[config.mk]
export PLATFORM = sky130hd
export DESIGN_NAME = mips_run_ctrl_flat
export DESIGN_NICKNAME = d
export VERILOG_FILES = /design/src/rtl/mips_sim_pkg.sv /design/src/rtl/mips_run_ctrl_if.sv /design/src/rtl/mips_halt_detect.sv /design/src/rtl/mips_run_ctrl.sv /design/src/flat_wrapper.sv
export SDC_FILE = /design/constraint.sdc
export NUM_CORES = 1
export LEC_CHECK = 0
export CAP_MARGIN = 20
export CORE_ASPECT_RATIO = 0.75
export CORE_MARGIN = 10
export CORE_UTILIZATION = 49
export CTS_BUF_LIST = sky130_fd_sc_hd__clkbuf_16
export CTS_CLUSTER_DIAMETER = 150
export CTS_CLUSTER_SIZE = 30
export DETAILED_ROUTE_END_ITERATION = 8
export PLACE_DENSITY = 0.81
export SETUP_SLACK_MARGIN = 0.3
export SLEW_MARGIN = 20
export SYNTH_ARGS = -nofsm -noshare
export SYNTH_HDL_FRONTEND = slang
export SYNTH_HIERARCHICAL = 1
export SYNTH_SLANG_ARGS = --single-unit
[constraint.sdc]
create_clock -name mips_cpu_clk -period 2.69 [get_ports mips_cpu_clk]
set_input_delay 0.538 -clock mips_cpu_clk [delete_from_list [all_inputs] [get_ports mips_cpu_clk]]
set_output_delay 0.538 -clock mips_cpu_clk [all_outputs]
set_load 0.02 [all_outputs]
[src/rtl/mips_sim_pkg.sv]
// Shared definitions for the MIPS simulation/run-control slice:
// run_state encoding, default signature constants and bus widths.
package mips_sim_pkg;

    typedef enum logic [1:0] {
        StIdle    = 2'd0,
        StRstHold = 2'd1,
        StRun     = 2'd2,
        StDone    = 2'd3
    } run_state_e;

    localparam int unsigned AddrWidth = 32;
    localparam int unsigned DataWidth = 32;
    localparam int unsigned CntWidth  = 32;

    localparam logic [31:0] DefaultSigAddr = 32'h0000_0C00;
    localparam logic [31:0] DefaultPassVal = 32'h0000_0001;

endpackage

[src/rtl/mips_run_ctrl_if.sv]
// Core-facing bundle: reset out to the core, retire and store activity back from it.
interface mips_run_ctrl_if #(
    parameter int unsigned ADDR_W = 32,
    parameter int unsigned DATA_W = 32
);
    logic              core_rst_n;
    logic [ADDR_W-1:0] pc;
    logic              pc_valid;
    logic              mem_wen;
    logic [ADDR_W-1:0] mem_addr;
    logic [DATA_W-1:0] mem_wdata;

    // master: the run controller; slave: the core being sequenced
    modport master (
        output core_rst_n,
        input  pc, pc_valid, mem_wen, mem_addr, mem_wdata
    );

    modport slave (
        input  core_rst_n,
        output pc, pc_valid, mem_wen, mem_addr, mem_wdata
    );
endinterface

[src/rtl/mips_halt_detect.sv]
// Self-loop detector: counts consecutive identical retired PCs and flags the
// retirement that completes HALT_REPEAT of them.
module mips_halt_detect #(
    parameter int unsigned ADDR_W      = 32,
    parameter int unsigned HALT_REPEAT = 8
) (
    input  logic              clk,
    input  logic              rst_n,
    input  logic              clear,
    input  logic              en,
    input  logic              pc_valid,
    input  logic [ADDR_W-1:0] pc,
    output logic              halt_hit
);
    localparam int unsigned RepW = $clog2(HALT_REPEAT + 1);
    localparam logic [RepW-1:0] RepMax  = RepW'(HALT_REPEAT);
    localparam logic [RepW-1:0] RepLast = RepW'(HALT_REPEAT - 1);

    logic [ADDR_W-1:0] last_pc_q, last_pc_d;
    logic [RepW-1:0]   rep_q, rep_d;
    logic              same_pc;

    always_comb begin
        last_pc_d = last_pc_q;
        rep_d     = rep_q;
        same_pc   = (pc == last_pc_q);
        // Completing the run of identical PCs is judged on the incoming retirement
        halt_hit  = en && pc_valid && same_pc && (rep_q >= RepLast);
        if (clear) begin
            last_pc_d = '0;
            rep_d     = '0;
        end else if (en && pc_valid) begin
            last_pc_d = pc;
            if (!same_pc)            rep_d = RepW'(1);
            else if (rep_q != RepMax) rep_d = rep_q + RepW'(1);
        end
    end

    always_ff @(posedge clk or negedge rst_n) begin
        if (!rst_n) begin
            last_pc_q <= '0;
            rep_q     <= '0;
        end else begin
            last_pc_q <= last_pc_d;
            rep_q     <= rep_d;
        end
    end
endmodule

[src/rtl/mips_run_ctrl.sv]
// Run sequencer: holds the core in reset, then counts cycles/retirements until a
// signature store, self-loop halt or timeout ends the run.
module mips_run_ctrl
    import mips_sim_pkg::*;
#(
    parameter int unsigned       ADDR_W       = AddrWidth,
    parameter int unsigned       DATA_W       = DataWidth,
    parameter int unsigned       CNT_W        = CntWidth,
    parameter int unsigned       RESET_CYCLES = 4,
    parameter int unsigned       MAX_CYCLES   = 10000,
    parameter int unsigned       HALT_REPEAT  = 8,
    parameter logic [ADDR_W-1:0] SIG_ADDR     = ADDR_W'(DefaultSigAddr),
    parameter logic [DATA_W-1:0] PASS_VAL     = DATA_W'(DefaultPassVal)
) (
    input  logic             mips_cpu_clk,
    input  logic             mips_cpu_reset,
    input  logic             start,
    mips_run_ctrl_if.master  core,
    output logic [1:0]       run_state,
    output logic             done,
    output logic             pass,
    output logic             fail,
    output logic             halt,
    output logic             timeout,
    output logic [CNT_W-1:0] cycle_count,
    output logic [CNT_W-1:0] retire_count
);
    localparam int unsigned HoldW = $clog2(RESET_CYCLES + 1);
    localparam logic [HoldW-1:0] HoldLast = HoldW'(RESET_CYCLES - 1);
    localparam logic [CNT_W-1:0] CycLast  = CNT_W'(MAX_CYCLES - 1);

    run_state_e       state_q, state_d;
    logic [HoldW-1:0] hold_q, hold_d;
    logic [CNT_W-1:0] cycle_q, cycle_d, retire_q, retire_d;
    logic             done_q, done_d, pass_q, pass_d, fail_q, fail_d;
    logic             halt_q, halt_d, timeout_q, timeout_d;
    logic             core_rst_n_q, core_rst_n_d;
    logic             clear_run, run_en, halt_hit, sig_hit;

    assign run_en  = (state_q == StRun);
    assign sig_hit = core.mem_wen && (core.mem_addr == SIG_ADDR);

    mips_halt_detect #(
        .ADDR_W      (ADDR_W),
        .HALT_REPEAT (HALT_REPEAT)
    ) u_halt_detect (
        .clk      (mips_cpu_clk),
        .rst_n    (mips_cpu_reset),
        .clear    (clear_run),
        .en       (run_en),
        .pc_valid (core.pc_valid),
        .pc       (core.pc),
        .halt_hit (halt_hit)
    );

    always_comb begin
        state_d   = state_q;
        hold_d    = hold_q;
        cycle_d   = cycle_q;
        retire_d  = retire_q;
        done_d    = done_q;
        pass_d    = pass_q;
        fail_d    = fail_q;
        halt_d    = halt_q;
        timeout_d = timeout_q;
        clear_run = 1'b0;
        unique case (state_q)
            StIdle, StDone: begin
                if (start) begin
                    state_d   = StRstHold;
                    clear_run = 1'b1;
                    hold_d    = '0;
                    cycle_d   = '0;
                    retire_d  = '0;
                    done_d    = 1'b0;
                    pass_d    = 1'b0;
                    fail_d    = 1'b0;
                    halt_d    = 1'b0;
                    timeout_d = 1'b0;
                end
            end
            StRstHold: begin
                hold_d = hold_q + HoldW'(1);
                if (hold_q == HoldLast) state_d = StRun;
            end
            StRun: begin
                if (!(&cycle_q)) cycle_d = cycle_q + CNT_W'(1);
                if (core.pc_valid && !(&retire_q)) retire_d = retire_q + CNT_W'(1);
                // Fixed priority: signature, then halt, then timeout
                if (sig_hit) begin
                    pass_d = (core.mem_wdata == PASS_VAL);
                    fail_d = (core.mem_wdata != PASS_VAL);
                end else if (halt_hit) begin
                    halt_d = 1'b1;
                end else if (cycle_q == CycLast) begin
                    timeout_d = 1'b1;
                end
                if (sig_hit || halt_hit || (cycle_q == CycLast)) begin
                    state_d = StDone;
                    done_d  = 1'b1;
                end
            end
        endcase
        core_rst_n_d = (state_d == StRun);
    end

    always_ff @(posedge mips_cpu_clk or negedge mips_cpu_reset) begin
        if (!mips_cpu_reset) begin
            state_q      <= StIdle;
            hold_q       <= '0;
            cycle_q      <= '0;
            retire_q     <= '0;
            done_q       <= 1'b0;
            pass_q       <= 1'b0;
            fail_q       <= 1'b0;
            halt_q       <= 1'b0;
            timeout_q    <= 1'b0;
            core_rst_n_q <= 1'b0;
        end else begin
            state_q      <= state_d;
            hold_q       <= hold_d;
            cycle_q      <= cycle_d;
            retire_q     <= retire_d;
            done_q       <= done_d;
            pass_q       <= pass_d;
            fail_q       <= fail_d;
            halt_q       <= halt_d;
            timeout_q    <= timeout_d;
            core_rst_n_q <= core_rst_n_d;
        end
    end

    assign core.core_rst_n = core_rst_n_q;
    assign run_state       = state_q;
    assign done            = done_q;
    assign pass            = pass_q;
    assign fail            = fail_q;
    assign halt            = halt_q;
    assign timeout         = timeout_q;
    assign cycle_count     = cycle_q;
    assign retire_count    = retire_q;
endmodule

[src/flat_wrapper.sv]
// flat-port wrapper written by rule: the top's interface ports become plain ports
module mips_run_ctrl_flat import mips_sim_pkg::*;
#(
    parameter int unsigned       ADDR_W       = AddrWidth,
    parameter int unsigned       DATA_W       = DataWidth,
    parameter int unsigned       CNT_W        = CntWidth,
    parameter int unsigned       RESET_CYCLES = 4,
    parameter int unsigned       MAX_CYCLES   = 10000,
    parameter int unsigned       HALT_REPEAT  = 8,
    parameter logic [ADDR_W-1:0] SIG_ADDR     = ADDR_W'(DefaultSigAddr),
    parameter logic [DATA_W-1:0] PASS_VAL     = DATA_W'(DefaultPassVal)
)
  (mips_cpu_clk, mips_cpu_reset, start, run_state, done, pass, fail, halt, timeout, cycle_count, retire_count, core_core_rst_n, core_pc, core_pc_valid, core_mem_wen, core_mem_addr, core_mem_wdata);
  mips_run_ctrl_if #(.ADDR_W(ADDR_W), .DATA_W(DATA_W)) core_i ();
  input  logic mips_cpu_clk;
  input  logic mips_cpu_reset;
  input  logic start;
  output logic [1:0] run_state;
  output logic done;
  output logic pass;
  output logic fail;
  output logic halt;
  output logic timeout;
  output logic [CNT_W-1:0] cycle_count;
  output logic [CNT_W-1:0] retire_count;
  output wire logic [$bits(core_i.core_rst_n)-1:0] core_core_rst_n;
  input wire logic [$bits(core_i.pc)-1:0] core_pc;
  input wire logic [$bits(core_i.pc_valid)-1:0] core_pc_valid;
  input wire logic [$bits(core_i.mem_wen)-1:0] core_mem_wen;
  input wire logic [$bits(core_i.mem_addr)-1:0] core_mem_addr;
  input wire logic [$bits(core_i.mem_wdata)-1:0] core_mem_wdata;
  assign core_core_rst_n = core_i.core_rst_n;
  assign core_i.pc = core_pc;
  assign core_i.pc_valid = core_pc_valid;
  assign core_i.mem_wen = core_mem_wen;
  assign core_i.mem_addr = core_mem_addr;
  assign core_i.mem_wdata = core_mem_wdata;
  mips_run_ctrl #(.ADDR_W(ADDR_W), .DATA_W(DATA_W), .CNT_W(CNT_W), .RESET_CYCLES(RESET_CYCLES), .MAX_CYCLES(MAX_CYCLES), .HALT_REPEAT(HALT_REPEAT), .SIG_ADDR(SIG_ADDR), .PASS_VAL(PASS_VAL)) u_core (.mips_cpu_clk(mips_cpu_clk), .mips_cpu_reset(mips_cpu_reset), .start(start), .core(core_i), .run_state(run_state), .done(done), .pass(pass), .fail(fail), .halt(halt), .timeout(timeout), .cycle_count(cycle_count), .retire_count(retire_count));
endmodule
Word level (Yosys, flattened, before mapping)
Index checks and enable logic that the tools add are counted.
Word-level totals
  logic and storage cells: 94
  input bits: 101
  output and inout port bits: 72
  bits in registers: 111
Operators by class
  magnitude comparators: 1
  muxes and demuxes: 33
  reductions and logical operators: 23
  equal/unequal tests: 21
  $add $sub $neg: 4
Operator list (number)
  2-to-1 mux 32 bit: 5
  one-hot mux 32 bit (2 select lines): 2
  adder 32 x 1 -> 32 bit (second input constant): 2
  AND reduction 32 bit: 2
  == test 32 x 1 -> 1 bit (second input constant): 1
  == test 32 x 12 -> 1 bit (second input constant): 1
  == test 32 x 14 -> 1 bit (second input constant): 1
  == test 32 bit: 1
  inequality test 32 x 1 -> 1 bit (second input constant): 1
  2-to-1 mux 4 bit: 4
  AND reduction 3 bit: 4
  2-to-1 mux 1 bit: 11
  inequality test 2 x 1 -> 1 bit (second input constant): 5
  one-hot mux 1 bit (2 select lines): 5
  inequality test 2 bit (second input constant): 4
  == test 2 bit (second input constant): 3
  2-to-1 mux 2 bit: 3
  one-hot mux 2 bit (3 select lines): 1
  one-hot mux 3 bit (2 select lines): 1
  nonzero test 2 bit: 3
  logical AND 1 bit: 5
  AND reduction 5 bit: 1
  adder 4 x 1 -> 4 bit (second input constant): 1
  >= comparator 4 x 3 -> 1 bit (second input constant): 1
  12 further kinds: 14

Depth between registers and ports, before layout
Gate-level depths: netlist of run 1.
  word-level depth: 9
  depth in mapped cells: 11
  gate-level depth less buffers: 9

By module
The synthesis of run 1 kept the hierarchy.
By module, submodules not included
  mips_run_ctrl: instances 1, area each 4521.8 um2, cells each 512, seq. area each 1876.8 um2
  mips_halt_detect: instances 1, area each 1873.0 um2, cells each 214, seq. area each 900.9 um2

Worst setup path before layout of run 1
No wires, ideal clock.
  path type: register to register
  start: register u_core.state_q[0] (netlist: u_core/run_state[0])
  end: register u_core.retire_q[26] (netlist: u_core/retire_count[26])
  setup time: 0.078 ns
  data arrival time: 2.311 ns
  required time: 2.612 ns
  period minus slack after synthesis: 2.389 ns
  buffers on the path: 2
  path slack: 0.301 ns
  stages on the path, launching flop included: 10
  cells stage by stage: dfrtp_1 inv_1 ha_1 buf_4 mux2_2 and2_1 buf_4 nand3_1 or4_1 a21oi_1
On the way
  longest elaborated chain between the ends: 4
  elaborated cells between the ends (all ways): 9
  classes of those cells: eq/ne: 4; mux: 1; reduce/logical: 4
RTL lines
  from (decl): line mips_run_ctrl.sv:32  | run_state_e state_q, state_d;
  from (signal assigned): line mips_run_ctrl.sv:109  | state_q <= StIdle;
  from (signal assigned): line mips_run_ctrl.sv:120  | state_q <= state_d;
  == test 2 bit or logical NOT 2 bit (tied branches): line mips_run_ctrl.sv:67  | unique case (state_q)
  OR reduction 2 bit: line mips_run_ctrl.sv:67
  inequality test 2 bit (no line) or nonzero test 2 bit (tied branches)
  AND reduction 3 bit (no line)
  to (signal assigned): line mips_run_ctrl.sv:123  | retire_q <= retire_d;
  to (decl): line mips_run_ctrl.sv:34  | logic [CNT_W-1:0] cycle_q, cycle_d, retire_q, retire_d;
Several ways; a longest one is shown, not always the timed one.
A chain may end at the register's enable or synchronous reset.

Final worst setup path of run 1
  start: input port core_pc[20]
  end: register u_core.timeout_q (netlist: u_core/timeout)
On the way
  longest elaborated chain between the ends: 5
RTL lines
  from (decl): line flat_wrapper.sv:27  | input wire logic [$bits(core_i.pc)-1:0] core_pc;
  == test 32 bit: line mips_halt_detect.sv:26  | same_pc = (pc == last_pc_q);
  logical AND 1 bit (2 in series): line mips_halt_detect.sv:28  | halt_hit = en && pc_valid && same_pc && (rep_q >= RepLast);
  via u_core.halt_hit: line mips_run_ctrl.sv:38  | logic clear_run, run_en, halt_hit, sig_hit;
  inequality test 2 bit (no line)
  AND reduction 5 bit (no line)
  to (signal assigned): line mips_run_ctrl.sv:128  | timeout_q <= timeout_d;
  to (decl): line mips_run_ctrl.sv:36  | logic halt_q, halt_d, timeout_q, timeout_d;
The timed path passes the listed nets, and every way through them passes these cells.

==> flow_summary.yaml, run 1 <==
logic_synthesis:
  synth_cell_types: 62
  synth_top_family_by_area: "simple AND/OR/NAND/NOR gates"
  synth_compound_area_share_pct: 14.9
  ys_seq_area_share_pct: 43.4
  ys_ff_latch: 111
  synth_enable_flop_cells: 0
  synth_warnings: 6
  synthMuxAreaShare_pct: 1.58
  synthSimpleGateAreaFrac_pct: 29.8
  syn_avg_cell_area_um2: 8.81
  synth.cell_area_mm2: 0.00639
  synth_xor_area_share_pct: 5.62
  synth_cells: 726
  synthFlopType: "dfrtp_1"
  synth_async_sr_flop_share_pct: 100
  synth.net_count: 835
  synthAdderAreaFrac_pct: 1.57
layout:
  fin_nets: 1017
  fin_util_pct: 68.7
  drive_above_1_share_pct: 8.54
  syn_to_final_growth_pct: 38.3
  most-common-layout-cells: "clkdlybuf4s50_1 (171), nand2_1 (130), dfrtp_1 (111), a21oi_1 (63), nor2_1 (39)"
  num-fill-cells: 1022
  final_common_cell: "clkdlybuf4s50_1"
  antenna_cells: 0
sta:
  finalCritPeriodShare_pct: 85.9
  rsz0062_at_grt: "yes"
  drv_slew: 0
  setup_viol: 0
  max_freq_ghz: 0.433
  worstMarginPinSlew_ns: 0.586
  slew_headroom_pct: 60.9
  clock_skew_ns: 0.00934
  fin_crit_ns: 2.31
  hold_violations: 0
clock_tree:
  cts_tree: "yes"
  clk_root_buffer_cell: "clkbuf_16"
  path_clk_slew_ns: 0.08
  h-tree-depth: 3
  clkSinkCount: 111
  numCtsBuffers: 9
  clock_latency_ns: 0.35
  clk_path_buf_depth: 2
  postCtsHoldBufs: 0
route:
  postRouteAntennaNets: 0
  drt_iter0_drc: 648
  drtPass1Iterations: 5
  post_drt_via_cell_ratio: 6.11
  drc_errors: 0
  wl_um: 20900
  routed-via-count: 6624
  wl_per_cell_um: 19.2
setup_path:
  worst_path_max_delay_cell: "clkdlybuf4s50_1"
  worstPathCellList: "clkdlybuf4s50_1, xor2_1, nor4_1, nand4_1, or2_1, nor3_2, buf_4, nor2_1, a32o_1"
  cpPeakStageDelay_ns: 0.44
  crit_path_end_kind: "flop"
  critical_path_class: "in2reg"
  critPathRequiredTime_ns: 2.93
  arrival_ns: 2.55
  start_kind: "input port"
  path_max_fanout: 3
global_routing:
  overflow: 0
  grt_first_pass_wirelength_um: 33300
  antenna_found_initial: 0
  grt_pass1_vias: 6484
  track_usage_pct: 21.6
  grt_max_degree: 46
power_and_ir_drop:
  finalPower_mw: 4.75
  power_density_mw_per_mm2: 537
  ir_drop_v: 0.000390
  leakagePower_nw: 3.64
floorplan:
  initial_core_util_pct: 49.6
  die_y_um: 119
  die_x_um: 152
  rows: 36
  die-area_mm2: 0.0181
  coreArea_mm2: 0.0129
  io_pins: 173
job:
  maxCapViolCount: 0
outcome:
  status: "completed"
placement:
  portBuffers: 172
  dpl.hpwl_um: 15500
  gp_congestion: 0.948
worst_hold_path:
  min_path_type: "in2async"
-- metrics by stage --
stage | setup TNS, ns | hold WS (ns) | instance area [um2] | std cells | worst slack [ns]
6_report | 0 | 0.182 | 8850 | 1084 | 0.378
2_1_floorplan | 0 | 0.242 | 6390 | 726 | 0.301
5_1_grt | 0 | 0.222 | 8850 | 1084 | 0.247
4_1_cts | 0 | 0.195 | 8760 | 1081 | 0.309
3_5_place_dp | -0.0592 | 0.483 | 8430 | 1064 | -0.0534
3_3_place_gp | -0.0437 | 0.467 | 8430 | 1064 | -0.0436
-- area by class of cell --
| type | instances | area, um2 | area share [%] |
|---|---|---|---|
| clock buffer | 9 | 225 | 2.55 |
| timing repair buffer | 206 | 2010 | 22.7 |
| clock inverter | 7 | 81.3 | 0.919 |
| inverter | 10 | 37.5 | 0.424 |
| multi-input combinational | 570 | 3500 | 39.6 |
| sequential | 111 | 2780 | 31.4 |
| tap | 171 | 214 | 2.42 |
-- cell usage after synthesis, drive strengths merged (4+ instances only) --
cell | count | area [um2]
o31ai | 16 | 125
and4 | 6 | 52.6
xnor2 | 5 | 43.8
o21ai | 25 | 125
clkbuf | 24 | 91.3
nand2 | 130 | 488
nor4b | 4 | 35.0
and3 | 12 | 75.1
buf | 12 | 73.8
inv | 10 | 37.5
or4 | 23 | 173
o211ai | 8 | 60.1
a31oi | 4 | 25.0
nand2b | 13 | 81.3
a41o | 7 | 70.1
a21oi | 63 | 315
nor3 | 15 | 103
or2 | 4 | 25.0
ha | 8 | 100
and2 | 6 | 40.0
mux2i | 9 | 90.1
nor2 | 40 | 150
nand3 | 23 | 120
nor4 | 34 | 228
nand4 | 31 | 194
or3 | 16 | 105
xor2 | 36 | 315
dfrtp | 111 | 2780
-- power breakdown --
group / leakage [nW] / internal (mW) / switching, mW
Combinational: 1.95 / 0.576 / 0.915
Clock: 0.147 / 0.735 / 0.639
Sequential: 1.55 / 1.79 / 0.0965
-- layer usage --
layer / up-vias / GRT usage [%] / part of all wire, %
li1: 3051 / - / -
met1: 3240 / 27.3 / 42
met2: 306 / 36.9 / 50
met3: 27 / 4.82 / 7.1
met4: 0 / 5.22 / 1.3
met5: - / 0 / 0
-- kinds of logic after synthesis --
| logic type | Yosys count |
|---|---|
| flops | 111 |
| fa+ha+maj | 8 |
| buf+inv | 46 |
| mux | 10 |
| simple gates | 361 |
| xor+xnor | 41 |
| compound gates | 149 |
-- worst max-delay path, delay by kind of cell --
kind	cells	cell delay [ns]
AOI/OAI and AO/OA	1	0.23
xor gates and xnor gates	1	0.18
and+or+nand+nor	5	1.02
buffers and inverters	2	0.58
-- registers in the layout, summed over array words and instances (netlist names), 2 cells and up --
| register | count |
|---|---|
| u_core/run_state | 2 |
| u_core/u_halt_detect/last_pc_q | 32 |
| u_core/u_halt_detect/rep_q | 4 |
| u_core/hold_q | 3 |
| u_core/retire_count | 32 |
| u_core/cycle_count | 32 |
-- final timing paths --
| kind | cells after the start | slack [ns] | endpoint | from |
|---|---|---|---|---|
| setup / recovery | 9 | 0.38 | u_core/timeout | core_pc[20] |
| hold / removal | 1 | 0.18 | u_core/u_halt_detect/last_pc_q[7] | mips_cpu_reset |
| setup reg to reg | 6 | 0.42 | u_core/retire_count[22] | u_core/retire_count[0] |
| hold reg to reg | 1 | 0.50 | u_core/halt | u_core/halt |
| max in group asynchronous | 2 | 1.77 | u_core/fail | mips_cpu_reset |
| min in group mips_cpu_clk | 1 | 0.50 | u_core/halt | u_core/halt |
-- what timing repair did --
| action | CTS | global route |
|---|---|---|
| endpoints found under the setup margin | 22 | 25 |
| cloned | 0 | 1 |
| hold endpoints to repair | 0 | 0 |
| setup buffers | 1 | 2 |
| gates resized for setup | 2 | 10 |
| pin swaps | 1 | 6 |
Power figures use the tool's default switching activity.
==> inputs of run 2 (changes only) <==
--- a/config.mk
+++ b/config.mk
@@ -8,12 +8,12 @@
 export CAP_MARGIN = 20
 export CORE_ASPECT_RATIO = 0.75
 export CORE_MARGIN = 10
-export CORE_UTILIZATION = 49
+export CORE_UTILIZATION = 35
 export CTS_BUF_LIST = sky130_fd_sc_hd__clkbuf_16
 export CTS_CLUSTER_DIAMETER = 150
 export CTS_CLUSTER_SIZE = 30
 export DETAILED_ROUTE_END_ITERATION = 8
-export PLACE_DENSITY = 0.81
+export GPL_ROUTABILITY_DRIVEN = 1
 export SETUP_SLACK_MARGIN = 0.3
 export SLEW_MARGIN = 20
 export SYNTH_ARGS = -nofsm -noshare
==> run 2 against run 1 <==
- wire length increased by 1.1%
- sequential power about the same
- worst hold slack got worse by 0.022 ns
- flip-flop and latch count unchanged
- design area increased by 1.2%
- non-clock buffer count increased by 1
- core utilization decreased by 18 points
- via count decreased by 5.9%
- power increased by 0.59%
- critical path depth decreased by 2
==> flow_summary.yaml, run 2 (synthesis results as in run 1) <==
clock_tree:
  numCtsBuffers: 9
  clkSinkCount: 111
  clk_root_buffer_cell: "clkbuf_16"
  postCtsHoldBufs: 0
  clock_latency_ns: 0.36
  h-tree-depth: 3
  clk_path_buf_depth: 2
  path_clk_slew_ns: 0.08
  cts_tree: "yes"
route:
  wl_um: 21100
  drtPass1Iterations: 5
  routed-via-count: 6230
  drc_errors: 0
  wl_per_cell_um: 18.3
  postRouteAntennaNets: 0
  post_drt_via_cell_ratio: 5.40
  drt_iter0_drc: 441
setup_path:
  critPathRequiredTime_ns: 2.97
  crit_path_end_kind: "flop"
  path_max_fanout: 7
  arrival_ns: 2.56
  rr_worst_depth: 7
  critical_path_class: "reg2reg"
  start_kind: "flop"
layout:
  fin_cells: 1154
  most-common-layout-cells: "clkdlybuf4s50_1 (171), nand2_1 (128), dfrtp_1 (110), a21oi_1 (63), nor2_1 (39)"
  num-fill-cells: 1619
  syn_to_final_growth_pct: 40.1
  drive_above_1_share_pct: 8.77
  final_common_cell: "clkdlybuf4s50_1"
  design_area_mm2: 0.00896
  antenna_cells: 0
  fin_nets: 1017
worst_hold_path:
  min_path_type: "in2async"
global_routing:
  grt_max_degree: 47
  overflow: 0
  grt_pass1_vias: 6038
  antenna_found_initial: 0
  grt_first_pass_wirelength_um: 33700
  track_usage_pct: 17.3
job:
  maxCapViolCount: 0
power_and_ir_drop:
  leakagePower_nw: 3.65
  netSwitchingFraction_pct: 33.6
  power.switching_mw: 1.60
  power_density_mw_per_mm2: 534
  finalPower_mw: 4.78
  p_clk_share_pct: 29.6
  power_frac_comb_pct: 30.8
  ir_drop_v: 0.000388
  sequentialPowerShare_pct: 39.6
  p_int_mw: 3.18
sta:
  worstMarginPinSlew_ns: 0.575
  rsz0062_at_grt: "no"
  setup_viol: 0
  max_freq_ghz: 0.439
  hold_violations: 0
  slew_headroom_pct: 61.4
  drv_slew: 0
  clock_skew_ns: 0.0106
  fin_crit_ns: 2.28
  finalCritPeriodShare_pct: 84.7
  whs_ns: 0.159
floorplan:
  io_pins: 173
  die_y_um: 137
  initial_core_util_pct: 35.9
  die-area_mm2: 0.0241
  die_x_um: 176
  rows: 42
  coreArea_mm2: 0.0178
placement:
  placed_cells: 1133
  portBuffers: 172
  gp_congestion: 0.811
  dpl.hpwl_um: 15900
  placed_cell_area_mm2: 0.00851
outcome:
  status: "completed"
==> run 2: path summary, 6_finish.rpt <==
kind	from	end	slack, ns
hold reg to reg	u_core/halt	u_core/halt	0.49
setup / recovery	u_core/run_state[0]	u_core/retire_count[22]	0.41
max in group asynchronous	mips_cpu_reset	u_core/u_halt_detect/last_pc_q[13]	1.86
min in group mips_cpu_clk	u_core/halt	u_core/halt	0.49
hold / removal	mips_cpu_reset	u_core/retire_count[23]	0.16
setup reg to reg	u_core/run_state[0]	u_core/retire_count[22]	0.41
==> run 2: stage by stage <==
step                      util, %  worst slack [ns]  TNS [ns]
after floorplan                 -             0.301         0
after global placement       47.8           -0.0423    -0.145
after detailed placement     47.8            -0.143    -0.563
after CTS                    49.6             0.302         0
after global routing         50.3             0.315         0
final                        50.3             0.411         0
==> run 2: layout make-up <==
| class | count | area, um2 | area share (%) |
|---|---|---|---|
| inverter | 10 | 37.5 | 0.419 |
| timing repair buffer | 207 | 2020 | 22.5 |
| tap | 242 | 303 | 3.38 |
| clock inverter | 6 | 78.8 | 0.880 |
| multi-input combinational | 569 | 3510 | 39.2 |
| sequential | 111 | 2780 | 31.0 |
| clock buffer | 9 | 225 | 2.51 |
==> run 2: critical path: stages (launching register included) <==
cell and delay, ns:
dfrtp_2 0.44, inv_1 0.10, ha_4 0.22, mux2_2 0.29, and2_1 0.19, nand4b_1 0.29
or4_1 0.50, a21oi_1 0.16
==> run 2: routing by layer <==
metal  up-vias  routed length, um  GRT usage [%]
met3        23               1160           3.88
met1      2978              10100           24.7
met4         0                264           3.95
met2       179               9540           26.1
met5         -                  0              0
li1       3050                  -              -
==> run 2: power groups by stage <==
stage               Clock (mW)  Sequential, mW  Combinational (mW)
global route              1.52            1.91                1.63
CTS                       1.45            1.89                1.45
finish                    1.41            1.89                1.47
global placement             0            1.92                1.42
detailed placement           0            1.92                1.44
floorplan                    0            1.93               0.782
==> run 2: repair_timing <==
action / 4_1_cts / 5_1_grt
buffers inserted: 0 / 6
endpoints found under the setup margin: 14 / 50
resized for setup: 5 / 15
pin swaps: 0 / 5
==> inputs of run 3 (changes only) <==
==> constraint.sdc (replaced) <==
create_clock -name mips_cpu_clk -period 2.3 [get_ports mips_cpu_clk]
set_input_delay 0.46 -clock mips_cpu_clk [delete_from_list [all_inputs] [get_ports mips_cpu_clk]]
set_output_delay 0.46 -clock mips_cpu_clk [all_outputs]
set_load 0.02 [all_outputs]
==> run 3 against run 2 <==
- register-to-register slack worse by 0.19 ns
- power is 22% higher
- design area is 11% higher
- setup slack worse by 0.19 ns
- worst hold slack worse by 0.11 ns
- flip-flop and latch count stayed put
- clock power is 9% higher
- highest routed layer unchanged
==> flow_summary.yaml, run 3 (synthesis results as in run 1) <==
placement:
  placed_cell_area_mm2: 0.00893
  pre_cts_ws_ns: -0.348
  gp_congestion: 0.829
  dpl.hpwl_um: 16100
  portBuffers: 172
  placed_cells: 1169
setup_path:
  path_max_fanout: 4
  cpPeakStageDelay_ns: 0.41
  start_kind: "flop"
  worst_path_max_delay_cell: "dfrtp_2"
  critPathRequiredTime_ns: 2.57
  arrival_ns: 2.35
  worstPathCellList: "inv_2, ha_4, mux2_4, and2_4, nand4b_1, buf_4, or3_1, a21oi_1"
  crit_path_end_kind: "flop"
  critical_path_class: "reg2reg"
floorplan:
  die_x_um: 176
  io_pins: 173
  initial_core_util_pct: 35.9
  die_y_um: 137
  rows: 42
  coreArea_mm2: 0.0178
  die-area_mm2: 0.0241
route:
  postRouteAntennaNets: 0
  drc_errors: 0
  wl_um: 21800
  post_drt_via_cell_ratio: 5.37
  drtPass1Iterations: 5
  routed-via-count: 6542
  drt_iter0_drc: 527
  wl_per_cell_um: 17.9
clock_tree:
  numCtsBuffers: 9
  clk_path_buf_depth: 2
  h-tree-depth: 3
  postCtsHoldBufs: 0
  cts_tree: "yes"
  clk_root_buffer_cell: "clkbuf_16"
  path_clk_slew_ns: 0.07
  clkSinkCount: 111
  clock_latency_ns: 0.36
power_and_ir_drop:
  ir_drop_v: 0.000460
  power_density_mw_per_mm2: 589
  finalPower_mw: 5.84
  leakagePower_nw: 4.30
sta:
  slew_headroom_pct: 56.7
  hold_violations: 0
  finalCritPeriodShare_pct: 90.3
  fin_crit_ns: 2.08
  clock_skew_ns: 0.0104
  max_freq_ghz: 0.481
  whs_ns: 0.0466
  rsz0062_at_grt: "yes"
  fin_setup_tns_ns: 0
  drv_slew: 0
  worstMarginPinSlew_ns: 0.643
  worst_slack_ns: 0.222
  setup_viol: 0
global_routing:
  overflow: 0
  track_usage_pct: 17.7
  antenna_found_initial: 0
  grt_first_pass_wirelength_um: 34800
  grt_max_degree: 45
  grt_pass1_vias: 6255
worst_hold_path:
  min_path_type: "in2async"
outcome:
  status: "completed"
layout:
  fin_cells: 1219
  fin_nets: 1081
  antenna_cells: 0
  design_area_mm2: 0.00992
  final_common_cell: "clkdlybuf4s50_1"
  fin_util_pct: 55.7
  most-common-layout-cells: "clkdlybuf4s50_1 (132), nand2_1 (126), dfrtp_1 (96), buf_4 (84), a21oi_1 (57)"
  drive_above_1_share_pct: 22.4
  syn_to_final_growth_pct: 55.1
job:
  maxCapViolCount: 0
run 3: power by group:
part | internal (mW) | total, mW | switching [mW] | leakage, nW
combinational | 0.909 | 2.10 | 1.19 | 2.64
sequential | 2.10 | 2.20 | 0.105 | 1.52
clock | 0.829 | 1.54 | 0.710 | 0.147
run 3: layout make-up:
| type | count | area (um2) |
|---|---|---|
| tap | 242 | 303 |
| timing repair buffer | 271 | 2600 |
| clock buffer | 9 | 225 |
| inverter | 10 | 37.5 |
| clock inverter | 7 | 57.6 |
| sequential | 111 | 2800 |
| multi-input combinational | 569 | 3900 |
| fill | 1610 | 7890 |
run 3: worst paths after layout:
kind,start,cells after the start,end,slack (ns)
max in group asynchronous,mips_cpu_reset,2,u_core/cycle_count[27],1.62
min in group mips_cpu_clk,core_pc[1],3,u_core/u_halt_detect/last_pc_q[1],0.40
worst min register to register,u_core/hold_q[2],2,u_core/hold_q[2],0.49
worst max-delay path,u_core/run_state[0],8,u_core/retire_count[18],0.22
worst min-delay path,mips_cpu_reset,1,u_core/retire_count[25],0.05
worst max register to register,u_core/run_state[0],8,u_core/retire_count[18],0.22
run 3: critical path, delay by kind of cell (launching register included):
family                     cells  cell delay (ns)
AOI/OAI and AO/OA              1             0.13
adders and majority gates      1             0.21
DFF                            1             0.41
buffers and inverters          2             0.30
and+or+nand+nor                3             0.69
muxes                          1             0.26
run 3: layer usage:
metal	up-vias	track usage [%]	share of wire [%]
li1	3170	-	-
met1	3213	24.8	48
met2	148	27.4	47
met3	11	3.94	4.4
met4	0	3.71	0.82
met5	-	0	0
run 3: timing repair:
item,CTS,global route
pin swaps,23,53
gates resized for setup,51,84
cloned,0,1
endpoints found under the setup margin,61,84
setup buffers,8,25
==> variant 1, RTL diff (settings of run 1) <==
Make the reset (`mips_cpu_reset` and `rst_n`) synchronous in 2 clocked blocks.
--- a/src/rtl/mips_halt_detect.sv
+++ b/src/rtl/mips_halt_detect.sv
@@ -37,5 +37,5 @@
     end
 
-    always_ff @(posedge clk or negedge rst_n) begin
+    always_ff @(posedge clk) begin
         if (!rst_n) begin
             last_pc_q <= '0;
--- a/src/rtl/mips_run_ctrl.sv
+++ b/src/rtl/mips_run_ctrl.sv
@@ -105,5 +105,5 @@
     end
 
-    always_ff @(posedge mips_cpu_clk or negedge mips_cpu_reset) begin
+    always_ff @(posedge mips_cpu_clk) begin
         if (!mips_cpu_reset) begin
             state_q      <= StIdle;
Behaviour: differs if mips_cpu_reset is asserted again (counterexample within 4 cycles, from zero or initial values and one cycle with mips_cpu_reset low); with mips_cpu_reset held inactive, the same outputs for 10 cycles.
==> variant 1 against run 1 <==
- register-to-register slack got worse by 0.09 ns
- critical path depth down 3
- wire length down 8.3%
- sequential cell count did not move
- cell area shrank 6.3%
- synthesized area down 10%
- worst setup slack worse by 0.050 ns
- largest cell class unchanged
- highest routed layer unchanged
Power is not compared: it rests on default switching activity, and its combinational part moved more than twofold at a synthesized area within 25%.
==> variant 1: results (changes against run 1) <==
Run status
  • Outcome: complete, no violations

Placed design
  • Dpl hpwl: 14600 um (-6.1%)
  • Count of input and output buffers: 172 (unchanged)
  • RD Place Congestion: 0.875 (-7.7%)
  • Placed insts: 1058 (-0.56%)

Synthesis
  • Syn avg cell area: 7.91 um2 (-10%)
  • Prevailing post-synth register cell: dfxtp_1
  • YS warnings: 6 (unchanged)
  • Top post-synthesis cells by count: 120 x nand2_1, 111 x dfxtp_1, 88 x a21oi_1
  • Post-Syn Nets: 834 (-0.12%)
  • Largest cells by area after synthesis: dfxtp_1 39%, nand2_1 7.9%, a21oi_1 7.7%
  • Sequential fraction of the synthesis area: 38.7% (-4.7 points)
  • Ys async rst share: 0% (-100 points)
  • Post-synth cell types: 53 (-15%)

Pwr
  • Leak pwr: 2.62 nW
  • VDD IR-drop max: 0.362 mV
  • Internal power: 0.00257 W

STA
  • Slew @ Worst Pin: 0.576 ns (-0.0107 ns)
  • Worst Skew: 0.00589 ns (-0.00345 ns)
  • Hold Fails Final Rpt: 0 (unchanged)
  • Fin. max-slew vios: 0 (unchanged)

Global route
  • Initial antenna violation count: 0 (unchanged)
  • First-pass GRT wire length: 30100 um (-9.7%)
  • Largest net degree at the start of global routing: 38 (-17%)
  • Vias in the first global route: 6217 (-4.1%)
  • Total GRT Usage: 21.9% (+0.21 points)

Detailed routing
  • Drt initial violations: 570 (-12%)
  • Initial DRT Pass Iterations: 5 (unchanged)
  • DR WL/cell: 17.6 um (-8.3%)
  • Via density per instance: 5.82 (-4.7%)
  • Final WL: 19100 um (-8.3%)

CTS
  • Root Driver: clkbuf_16
  • H-tree levels: 3 (unchanged)
  • Clk pin slew, worst setup/hold paths: 0.07 ns
  • Max Root-Sink Buffers: 2 (unchanged)
  • CTS Buf Count: 9 (unchanged)
  • Skew-Pair Late Insertion Delay: 0.35 ns (about the same)

Worst setup path
  • Crit path DAT: 2.65 ns (+0.10 ns)
  • R2r setup slk: 0.33 ns (-0.09 ns)
  • Crit path launch: u_core/cycle_count[0]$_SDFFE_PN0P_
  • Reg-to-reg endpoint: u_core/cycle_count[26]$_SDFFE_PN0P_
  • CP max FO: 4 (+1)
  • R2r worst-path depth: 6 (unchanged)

Final layout
  • Share of cells above drive strength 1: 9.65% (+1.1 points)
  • Post-layout nets: 1026 (+0.88%)
  • Antenna Cells: 0 (unchanged)

Worst hold path
  • Min-Delay Endpoint: u_core/u_halt_detect/last_pc_q[13]$_SDFFE_PP0P_
  • Worst Hold Class: reg2reg
  • Min-Delay Startpoint: u_core/u_halt_detect/last_pc_q[13]$_SDFFE_PP0P_
  • WHS Path Cells: 2
[variant 1: how the worst max path moves through the flow]
| stage | to | depth (start not counted) |
|---|---|---|
| 2_1_floorplan | u_core/retire_count[17]$_SDFFE_PN0P_ | 10 |
| 3_3_place_gp | u_core/core.core_rst_n$_SDFF_PN0_ | 9 |
| 3_5_place_dp | u_core/core.core_rst_n$_SDFF_PN0_ | 9 |
| 4_1_cts | u_core/retire_count[30]$_SDFFE_PN0P_ | 6 |
| 5_1_grt | u_core/cycle_count[14]$_SDFFE_PN0P_ | 8 |
| 6_report | u_core/cycle_count[26]$_SDFFE_PN0P_ | 6 |
[variant 1: power groups by stage]
| stage | combinational [W] | sequential [W] | clock, W |
|---|---|---|---|
| 6_report | 0.000355 | 0.00165 | 0.00135 |
| 5_1_grt | 0.000380 | 0.00165 | 0.00144 |
| 4_1_cts | 0.000347 | 0.00165 | 0.00138 |
| 3_5_place_dp | 0.000345 | 0.00169 | 0 |
| 3_3_place_gp | 0.000337 | 0.00169 | 0 |
| 2_1_floorplan | 0.000123 | 0.00169 | 0 |
[variant 1: repair_timing]
action,4_1_cts,5_1_grt
gates resized for setup,2,24
setup endpoints to repair,6,40
buffers inserted,1,8
pin swaps,0,6
gates cloned,0,1
[variant 1: kinds of logic after synthesis]
kind of cell	count (synthesis)	synth area share [%]
adder cells (fa/ha/maj)	8	1.74
AND/OR/NAND/NOR	345	32.7
multiplexers	7	1.24
flip-flops	111	38.7
XOR/XNOR	35	5.34
buffers and inverters	46	3.10
AO/OA/AOI/OAI	173	17.2
[variant 1: per-stage QoR]
| step | cell area [um2] | hold slack [ns] | total power (W) | worst slack (ns) |
|---|---|---|---|---|
| floorplan | 5760 | 0.449 | 0.00181 | 0.308 |
| global placement | 7810 | 0.454 | 0.00202 | 0.0500 |
| detailed placement | 7810 | 0.462 | 0.00203 | 0.00833 |
| CTS | 8120 | 0.472 | 0.00337 | 0.276 |
| global route | 8290 | 0.495 | 0.00346 | 0.265 |
| finish | 8290 | 0.468 | 0.00335 | 0.329 |
[variant 1: area by class of cell]
cell class / instances / area (um2)
Tap cell: 162 / 203
Clock buffer: 9 / 225
Sequential cell: 111 / 2240
Multi-Input combinational cell: 568 / 3450
Fill cell: 874 / 3240
Clock inverter: 7 / 71.3
Inverter: 15 / 56.3
Timing Repair Buffer: 212 / 2040
[variant 1: per-layer routing]
layer,GRT usage [%],vias up,wire (um)
li1,-,3064,-
met1,25.2,2950,7860
met2,36.5,264,8980
met3,8.23,35,1870
met4,7.94,0,408
met5,0,-,0
[variant 1: worst max-delay path, stage by stage (launching register included)]
cell     delay, ns
dfxtp_4       0.38
ha_4          0.14
nand4_1       0.17
or4_4         0.61
or4_4         0.50
or3_4         0.38
a21oi_2       0.11
==> variant 2, RTL diff (flow settings as in run 1) <==
Made on the original files. `RESET_CYCLES` is set to 4 in 2 places; all go to 2.
--- a/src/rtl/mips_run_ctrl.sv
+++ b/src/rtl/mips_run_ctrl.sv
@@ -7,5 +7,5 @@
     parameter int unsigned       DATA_W       = DataWidth,
     parameter int unsigned       CNT_W        = CntWidth,
-    parameter int unsigned       RESET_CYCLES = 4,
+    parameter int unsigned       RESET_CYCLES = 2,
     parameter int unsigned       MAX_CYCLES   = 10000,
     parameter int unsigned       HALT_REPEAT  = 8,
--- a/src/flat_wrapper.sv
+++ b/src/flat_wrapper.sv
@@ -5,5 +5,5 @@
     parameter int unsigned       DATA_W       = DataWidth,
     parameter int unsigned       CNT_W        = CntWidth,
-    parameter int unsigned       RESET_CYCLES = 4,
+    parameter int unsigned       RESET_CYCLES = 2,
     parameter int unsigned       MAX_CYCLES   = 10000,
     parameter int unsigned       HALT_REPEAT  = 8,
Behaviour: not the same (a bounded check fails within 4 cycles, from zero or initial values and one cycle with mips_cpu_reset low).
==> variant 2 against run 1 <==
- power decreased by 14%
- cell area rose by 2.3%
- clock skew grew 0.0053 ns
- die area down 1.8%
- synthesized area down 2.2%
- synthesized cell count decreased by 1.5%
- sequential cell count down 1
- cell count is 2.3% higher
- worst setup slack worse by 0.021 ns
- wire length up 3.9%
- critical path type unchanged
- highest routed layer unchanged
==> variant 2: results (changes against run 1) <==
Synthesis
  • Synth Area in Compound Gates: 15.6% (+0.75 points)
  • Post-synth cell types: 57 (-8.1%)
  • Post-synthesis mux area share: 1.16% (-0.43 points)
  • Largest cells by area after synthesis: dfrtp_1 44%, nand2_1 6.9%, a21oi_1 6.1%
  • Sequential fraction of the synthesis area: 44.0% (+0.56 points)
  • Syn avg cell area: 8.75 um2 (-0.65%)
  • Post-synthesis adder-cell area fraction: 1.40% (-0.17 points)
  • Synth Area in XOR/XNOR: 5.74% (+0.12 points)
  • Post-Syn Nets: 823 (-1.4%)
  • Top post-synthesis cells by count: 115 x nand2_1, 110 x dfrtp_1, 76 x a21oi_1
  • YS warnings: 6 (unchanged)

Global route
  • First-pass GRT wire length: 34800 um (+4.5%)
  • Total GRT Usage: 23.7% (+2.0 points)
  • Vias in the first global route: 6818 (+5.2%)
  • Largest net degree at the start of global routing: 70 (+52%)
  • Initial antenna violation count: 0 (unchanged)

Worst setup path
  • Crit path launch: core_pc[29]
  • Worst setup path end: u_core/core.core_rst_n$_DFF_PN0_
  • CP max FO: 4 (+1)
  • R2r worst-path depth: 8 (+2)
  • Crit path DAT: 2.56 ns (about the same)
  • CP top delay family: simple AND/OR/NAND/NOR gates
  • CP max stage delay: 0.43 ns
  • Reg-to-reg endpoint: u_core/cycle_count[0]$_DFFE_PN0P_
  • R2R Path Start: u_core/cycle_count[0]$_DFFE_PN0P_
  • R2r setup slk: 0.36 ns (-0.06 ns)

Placed design
  • Dpl hpwl: 16200 um (+4.4%)
  • Worst slack, placed: -0.187 ns (-0.133 ns)
  • RD Place Congestion: 0.894 (-5.6%)
  • Count of input and output buffers: 172 (unchanged)
  • Placed insts: 1084 (+1.9%)

STA
  • Max-Slew Margin vs Limit: 64.9% (+4.0 points)
  • Worst setup margin: 0.358 ns (-0.0207 ns)
  • Hold Slack: 0.0841 ns (-0.0975 ns)
  • Worst Skew: 0.0146 ns (+0.00528 ns)
  • Fin. max-slew vios: 0 (unchanged)

Run status
  • Outcome: complete, no violations

Pwr
  • Leak pwr: 3.78 nW (+3.8%)
  • Switch share: 28.7% (-6.0 points)
  • VDD IR-drop max: 0.450 mV (+15%)
  • Clk pwr share: 32.6% (+3.7 points)
  • Power Dens Cells: 453 nW/um2 (-16%)
  • Combinational power: 0.000892 W (-40%)

CTS
  • CTS Buf Count: 9 (unchanged)
  • Max Root-Sink Buffers: 2 (unchanged)
  • Resize count post-CTS: 11 (+9)
  • Post-CTS Setup Inserts: 3 (+2)
  • Root Driver: clkbuf_16

Final layout
  • Antenna Cells: 0 (unchanged)
  • Post-layout nets: 1047 (+2.9%)
  • Share of cells above drive strength 1: 12.7% (+4.2 points)

Detailed routing
  • Final WL: 21700 um (+3.9%)
  • Via density per instance: 6.08 (-0.48%)
  • Drt initial violations: 593 (-8.5%)
  • Vias: 6744 (+1.8%)

Worst hold path
  • Worst Hold Class: in2async
-- variant 2: cell types whose count changed after synthesis, sizes merged, moves of 6 or more --
cell    delta
o211ai     -6
a21oi     +13
nand2b     -7
o21ai     +14
nor3       -6
nand2     -15
or3       +13
-- variant 2: layer usage --
metal | GRT usage (%) | wire length (um) | vias up
li1 | - | - | 3098
met4 | 5.09 | 296 | 0
met5 | 0 | 0 | -
met3 | 6.99 | 2070 | 34
met1 | 29.9 | 8610 | 3269
met2 | 38.9 | 10700 | 343
-- variant 2: final cells by class --
cell class                 count  area [um2]
inverter                      11        41.3
clock inverter                 6        62.6
timing repair buffer         244        2290
multi-input combinational    563        3480
fill                         890        3340
sequential                   110        2750
clock buffer                   9         225
tap                          166         208
-- variant 2: per-stage QoR --
| stage | area (um2) | setup TNS, ns |
|---|---|---|
| floorplan | 6260 | 0 |
| global placement | 8540 | -0.512 |
| detailed placement | 8540 | -0.603 |
| CTS | 8910 | 0 |
| global route | 9050 | 0 |
| finish | 9050 | 0 |
